### src/rtl/alu_cmd_sequencer.sv
// alu_cmd_sequencer: issues handshaked commands to a 4-bit ALU and queues tagged results in a small FIFO.
module alu_cmd_sequencer #(
    parameter int DEPTH = 4,
    parameter int CNT_W = 16
) (
    input  logic             clk,
    input  logic             rst_n,
    input  logic             in_valid,
    output logic             in_ready,
    input  logic [3:0]       in_a,
    input  logic [3:0]       in_b,
    input  logic [7:0]       in_opcode,
    output logic [3:0]       alu_a,
    output logic [3:0]       alu_b,
    output logic [7:0]       alu_opcode,
    input  logic [7:0]       alu_result,
    output logic             out_valid,
    input  logic             out_ready,
    output logic [7:0]       out_data,
    output logic             out_err,
    output logic [7:0]       out_opcode,
    output logic [CNT_W-1:0] cmd_count,
    output logic [7:0]       err_count
);
    localparam int AW = (DEPTH > 1) ? $clog2(DEPTH) : 1;
    localparam logic [AW:0] FULL = (AW+1)'(DEPTH);

    typedef enum logic {IDLE, EXEC} state_t;

    state_t          state, state_nx;
    logic [AW-1:0]   wr_ptr, rd_ptr;
    logic [AW:0]     count;
    logic [16:0]     mem [DEPTH];
    logic            accept, push, pop, oor, div_zero, err;
    logic [7:0]      data;

    always_comb begin
        state_nx = state;
        in_ready = 1'b0;
        push     = 1'b0;
        if (state == IDLE) begin
            in_ready = count < FULL;
            state_nx = (in_valid && in_ready) ? EXEC : IDLE;
        end else begin
            push     = 1'b1;
            state_nx = IDLE;
        end
    end

    assign accept = in_valid && in_ready;
    assign pop    = out_valid && out_ready;

    // Division by zero overrides the ALU output; out-of-range opcodes pass it through.
    assign oor      = alu_opcode > 8'h0F;
    assign div_zero = (alu_opcode == 8'h03 || alu_opcode == 8'h04) && alu_b == 4'h0;
    assign err      = oor || div_zero;
    assign data     = div_zero ? 8'hFF : alu_result;

    assign out_valid = count != '0;
    assign {out_data, out_err, out_opcode} = mem[rd_ptr];

    always_ff @(posedge clk) begin
        if (!rst_n) begin
            state      <= IDLE;
            alu_a      <= '0;
            alu_b      <= '0;
            alu_opcode <= '0;
            wr_ptr     <= '0;
            rd_ptr     <= '0;
            count      <= '0;
            cmd_count  <= '0;
            err_count  <= '0;
            for (int i = 0; i < DEPTH; i++) mem[i] <= '0;
        end else begin
            state <= state_nx;
            if (accept) begin
                alu_a      <= in_a;
                alu_b      <= in_b;
                alu_opcode <= in_opcode;
                cmd_count  <= cmd_count + CNT_W'(1);
            end
            if (push) begin
                mem[wr_ptr] <= {data, err, alu_opcode};
                wr_ptr      <= wr_ptr + AW'(1);
                if (err && err_count != 8'hFF) err_count <= err_count + 8'd1;
            end
            if (pop) rd_ptr <= rd_ptr + AW'(1);
            count <= count + (AW+1)'(push) - (AW+1)'(pop);
        end
    end
endmodule

### config.mk
export PLATFORM = sky130hd
export DESIGN_NAME = alu_cmd_sequencer
export DESIGN_NICKNAME = d
export VERILOG_FILES = /design/src/rtl/alu_cmd_sequencer.sv
export SDC_FILE = /design/constraint.sdc
export NUM_CORES = 1
export LEC_CHECK = 0
export ABC_AREA = 1
export CAP_MARGIN = 10
export CORE_ASPECT_RATIO = 1.5
export CORE_MARGIN = 5
export CORE_UTILIZATION = 48
export CTS_CLUSTER_SIZE = 28
export DETAILED_ROUTE_END_ITERATION = 6
export HOLD_SLACK_MARGIN = 0.06
export PLACE_DENSITY = 0.76
export SETUP_SLACK_MARGIN = 0.02
export SLEW_MARGIN = 15
export SYNTH_ARGS = -nofsm -noshare
export SYNTH_HDL_FRONTEND = slang
export SYNTH_SLANG_ARGS = --single-unit
### constraint.sdc
create_clock -name clk -period 2.3 [get_ports clk]
set_input_delay 0.23 -clock clk [delete_from_list [all_inputs] [get_ports clk]]
set_output_delay 0.23 -clock clk [all_outputs]
set_load 0.02 [all_outputs]
-- Word-level counts from Yosys, hierarchy flattened
Memory sizes are Yosys's and may differ from the RTL's. A register that Yosys moved wholly into a read port is not among the register bits.
Cells that the tools add are included.
- input bits: 28
- flip-flop bits (word level): 48
- word-level logic and storage cells: 46
- memories: 1
- bits in writable memories: 68
- output and inout port bits: 59
- memory list (memory ; depth ; width ; read ports ; clocked after Yosys merged registers in ; wr ports ; line ; source):
    mem ; 4 ; 17 ; 1 ; 1 ; 4 ; 33 ; logic [16:0] mem [DEPTH];
- equality and inequality tests: 3
- $add $sub $neg: 6
- order comparisons: 2
- multiplexer cells: 12
- bitwise logic cells: 1
- reductions and logical operators: 12
- operator list (cell ; number):
    $mux 17 ; 1
    $reduce_or 17->1 ; 1
    $add 16x1->16 const B ; 1
    $add 8x1->8 const B ; 1
    $eq 8x2->1 const B ; 1
    $eq 8x3->1 const B ; 1
    $gt 8x4->1 const B ; 1
    $mux 8 ; 1
    $ne 8x8->1 const B ; 1
    $mux 1 ; 7
    $mux 2 ; 3
    $logic_and 1x1->1 ; 5
    $add 2x1->2 const B ; 2
    $logic_not 4->1 ; 1
    $add 3x1->3 ; 1
    $lt 3x3->1 const B ; 1
    $reduce_bool 3->1 ; 1
    $sub 3x1->3 ; 1
    $logic_or 1x1->1 ; 2
    $reduce_and 2->1 ; 1
    $reduce_or 2->1 ; 1
    $not 1->1 ; 1

-- Depth between registers and ports, before layout
- depth in word-level cells: 6
- mapped depth: 11
- mapped depth without buffers: 10

-- Worst setup path before layout
No wires, ideal clock.
- path kind: register -> register
- from: reg state
- to: mem mem[3][0] (enable)
- cell stages (with the launch flop): 4
- setup time: 0.417 ns
- arrival time: 1.949 ns
- required time: 1.883 ns
- path slack: -0.066 ns
- clock period less this slack: 2.366 ns
- path through: dfxtp_1 > buf_6 > nand2_1 > o21ai_0
- RTL lines (what ; line ; source):
    start, declared ; 30 ; state_t state, state_nx;
    start signal, assigned ; 75 ; state <= state_nx;
    end, declared ; 33 ;

==> metrics.cfg <==
[yosys]
syn_avg_cell_area_um2 = 9.06
netlist_area_um2 = 5240
ys_warn_count = 0
syn_inst = 578
yosysUniqueCellTypes = 34
seq_area_frac_synth = 0.581
yosys_register_bits = 118
synth_nets = 611

[flow_run]
drv_cap = 0

[placed_design]
dpl_cell_area_um2 = 6280
dp_hpwl_um = 8430
pre_cts_ws_ps = 98.4
port_buffers = 86
gp_congestion = 0.867

[global_route]
grt_pass1_vias = 4317
grt_first_pass_wirelength_um = 20400
overflow = 0
antenna_found_initial = 0
grt_max_degree = 36
grt_usage = 0.201

[clock_tree]
cts_setup_buffers = 0
clkLatencyLatePin_ps = 410
cts_buffers = 17
cts_tree = built
cts_root_buf = clkbuf_16
clkTransAtPathRegs_ps = 60
cts_buffer_depth = 2
clock-sinks = 118
cts_htree_levels = 4
holdBufCountCts = 0

[sta]
finalMaxSlewViolations = 0
finalSetupTns_ps = 0
max_freq_ghz = 0.462
worst_slack_ps = 137
hold_viol_final = 0
fin_hold_ws_ps = 425
worst_slew_margin_rel = 0.749
fin_skew_ps = 14.0
finalCritPeriodShare = 0.941
report.final.setup_viol = 0
worst_slew_pin_slew_ps = 376
rsz0062_at_grt = true
period_needed_ps = 2160

[power_and_ir_drop]
pwr-share-seq = 0.365
p_leak_nw = 2.81
powerDensity_nw_per_um2 = 1000
p_clk_frac = 0.385
p_comb_frac = 0.250
ir_drop_uv = 663
p_int_w = 0.00482
switching_power_w = 0.00212
sw_frac_of_total = 0.306

[critical_path]
critical-path-max-stage-delay_ps = 620
r2r_cells = 10
rrSetupSlack_ps = 300
critPathCaptureType = output pin
crit_required_ps = 2070
crit_fanout = 12
cp-start-kind = flop
cp.arrival_ps = 1930
crit_path_top_delay_cell = clkdlybuf4s50_1
crit_chain = inv_1 -> buf_12 -> o21ai_0 -> o22ai_1 -> clkdlybuf4s50_1
worstSetupPathType = flop to output pin

[status]
status = finished clean

[routing]
postRouteAntennaNets = 0
dr.first_iter.drc_count = 235
wl_um = 12400
wl_per_cell_um = 14.9
drc = 0
vias = 4253
vias_per_cell = 5.11
first_pass_iters = 4

[die]
die_area_um2 = 13100
io_pins = 87
initial_utilization = 0.492
core_area_um2 = 10600
die_w_um = 95.3
floorplan.rows = 46
die_h_um = 138

[finish]
most-common-layout-cells = nor2_1 (160), clkdlybuf4s50_1 (73), edfxtp_1 (68), o21ai_0 (57), inv_1 (53)
syn_to_final_growth_pct = 32.0
drive_gt1_frac = 0.103
num_antenna_cells = 0
nNetsFinal = 708
layout_commonest_cell = nor2_1
finalInstanceArea_um2 = 6910

[hold_path]
hold_depth = 3
hp-class = input pin to flop

==> worst paths after layout <==
kind                                 from           to
worst min register to register  rd_ptr[1]    rd_ptr[1]
worst max-delay path                 flop  out_data[5]
worst min-delay path              in_a[2]     alu_a[2]
worst max register to register   count[2]     count[2]
==> layer usage <==
metal | track usage | vias up | wire, um
met4 | 0.0642 | 0 | 199
met3 | 0.0662 | 16 | 782
met2 | 0.358 | 150 | 6550
met5 | 0 | - | 0
li1 | - | 2119 | -
met1 | 0.224 | 1968 | 4880
==> cell usage after synthesis <==
library cell	n	area share
nand3_2	1	0.0019
buf_4	3	0.0043
or2_1	1	0.0012
nor2_2	3	0.0036
nand2_4	5	0.011
o22ai_1	17	0.020
nand3b_1	2	0.0029
o21ai_0	58	0.055
nor2_8	1	0.0038
edfxtp_1	68	0.39
clkinv_1	1	0.00072
xor2_1	3	0.0050
nand4_2	2	0.0048
o21ai_1	5	0.0048
nor3_1	12	0.011
nand2_2	3	0.0036
inv_1	53	0.038
inv_2	2	0.0014
nor2_4	3	0.0064
buf_1	3	0.0021
buf_6	4	0.0086
nand2_1	49	0.035
nand3_1	15	0.014
nor2_1	160	0.11
and2_1	1	0.0012
nand4_1	9	0.011
a21oi_1	20	0.019
nor3_2	2	0.0038
ha_1	4	0.0096
dfxtp_1	50	0.19
fa_1	1	0.0038
buf_2	9	0.0086
a21boi_2	1	0.0021
clkbuf_1	7	0.0050
==> registers in the layout, summed over array words and instances, names as in the netlist, named ones only <==
register    count
alu_opcode      8
cmd_count      16
state           1
wr_ptr          2
mem            68
count           3
alu_b           4
alu_a           4
err_count       8
rd_ptr          2
==> logic make-up after synthesis <==
family / count (synthesis) / share of synthesized area
AND/OR/NAND/NOR: 269 / 0.230
flip-flops: 118 / 0.581
AO/OA/AOI/OAI: 101 / 0.102
buffers and inverters: 82 / 0.0688
adder cells (fa/ha/maj): 5 / 0.0134
XOR/XNOR: 3 / 0.00502
==> worst max-delay path, delay by kind of cell (launching register included) <==
| family | cells | cell delay, ps |
|---|---|---|
| AO/OA/AOI/OAI | 2 | 200 |
| buffers and inverters | 3 | 1000 |
| flip-flops | 1 | 320 |
==> per-stage QoR <==
stage               std cells  utilization  power [W]
floorplan                 578            -    0.00361
global placement          800        0.590    0.00429
detailed placement        800        0.590    0.00434
CTS                       832        0.647    0.00701
global route              832        0.649    0.00727
finish                    832        0.649    0.00694
==> timing repair <==
action,4_1_cts,5_1_grt
gates resized for setup,2,12
endpoints found under the hold margin,0,0
endpoints found under the setup margin,1,13
==> layout make-up <==
type / instances / area (um^2)
well taps: 144 / 180
repair buffers: 104 / 1040
flip-flops and latches: 118 / 3040
fillers: 848 / 3730
multi-input cells: 378 / 1840
clock inverters: 15 / 179
clock buffers: 17 / 425
inverters: 56 / 210
==> power groups by stage <==
stage          combinational [W]  clock [W]  sequential (W)
2_1_floorplan           0.000973          0         0.00264
3_3_place_gp             0.00172          0         0.00257
3_5_place_dp             0.00177          0         0.00258
4_1_cts                  0.00177    0.00270         0.00254
5_1_grt                  0.00191    0.00280         0.00256
6_report                 0.00174    0.00267         0.00253
Note: power is estimated with default switching activity, not from simulation.
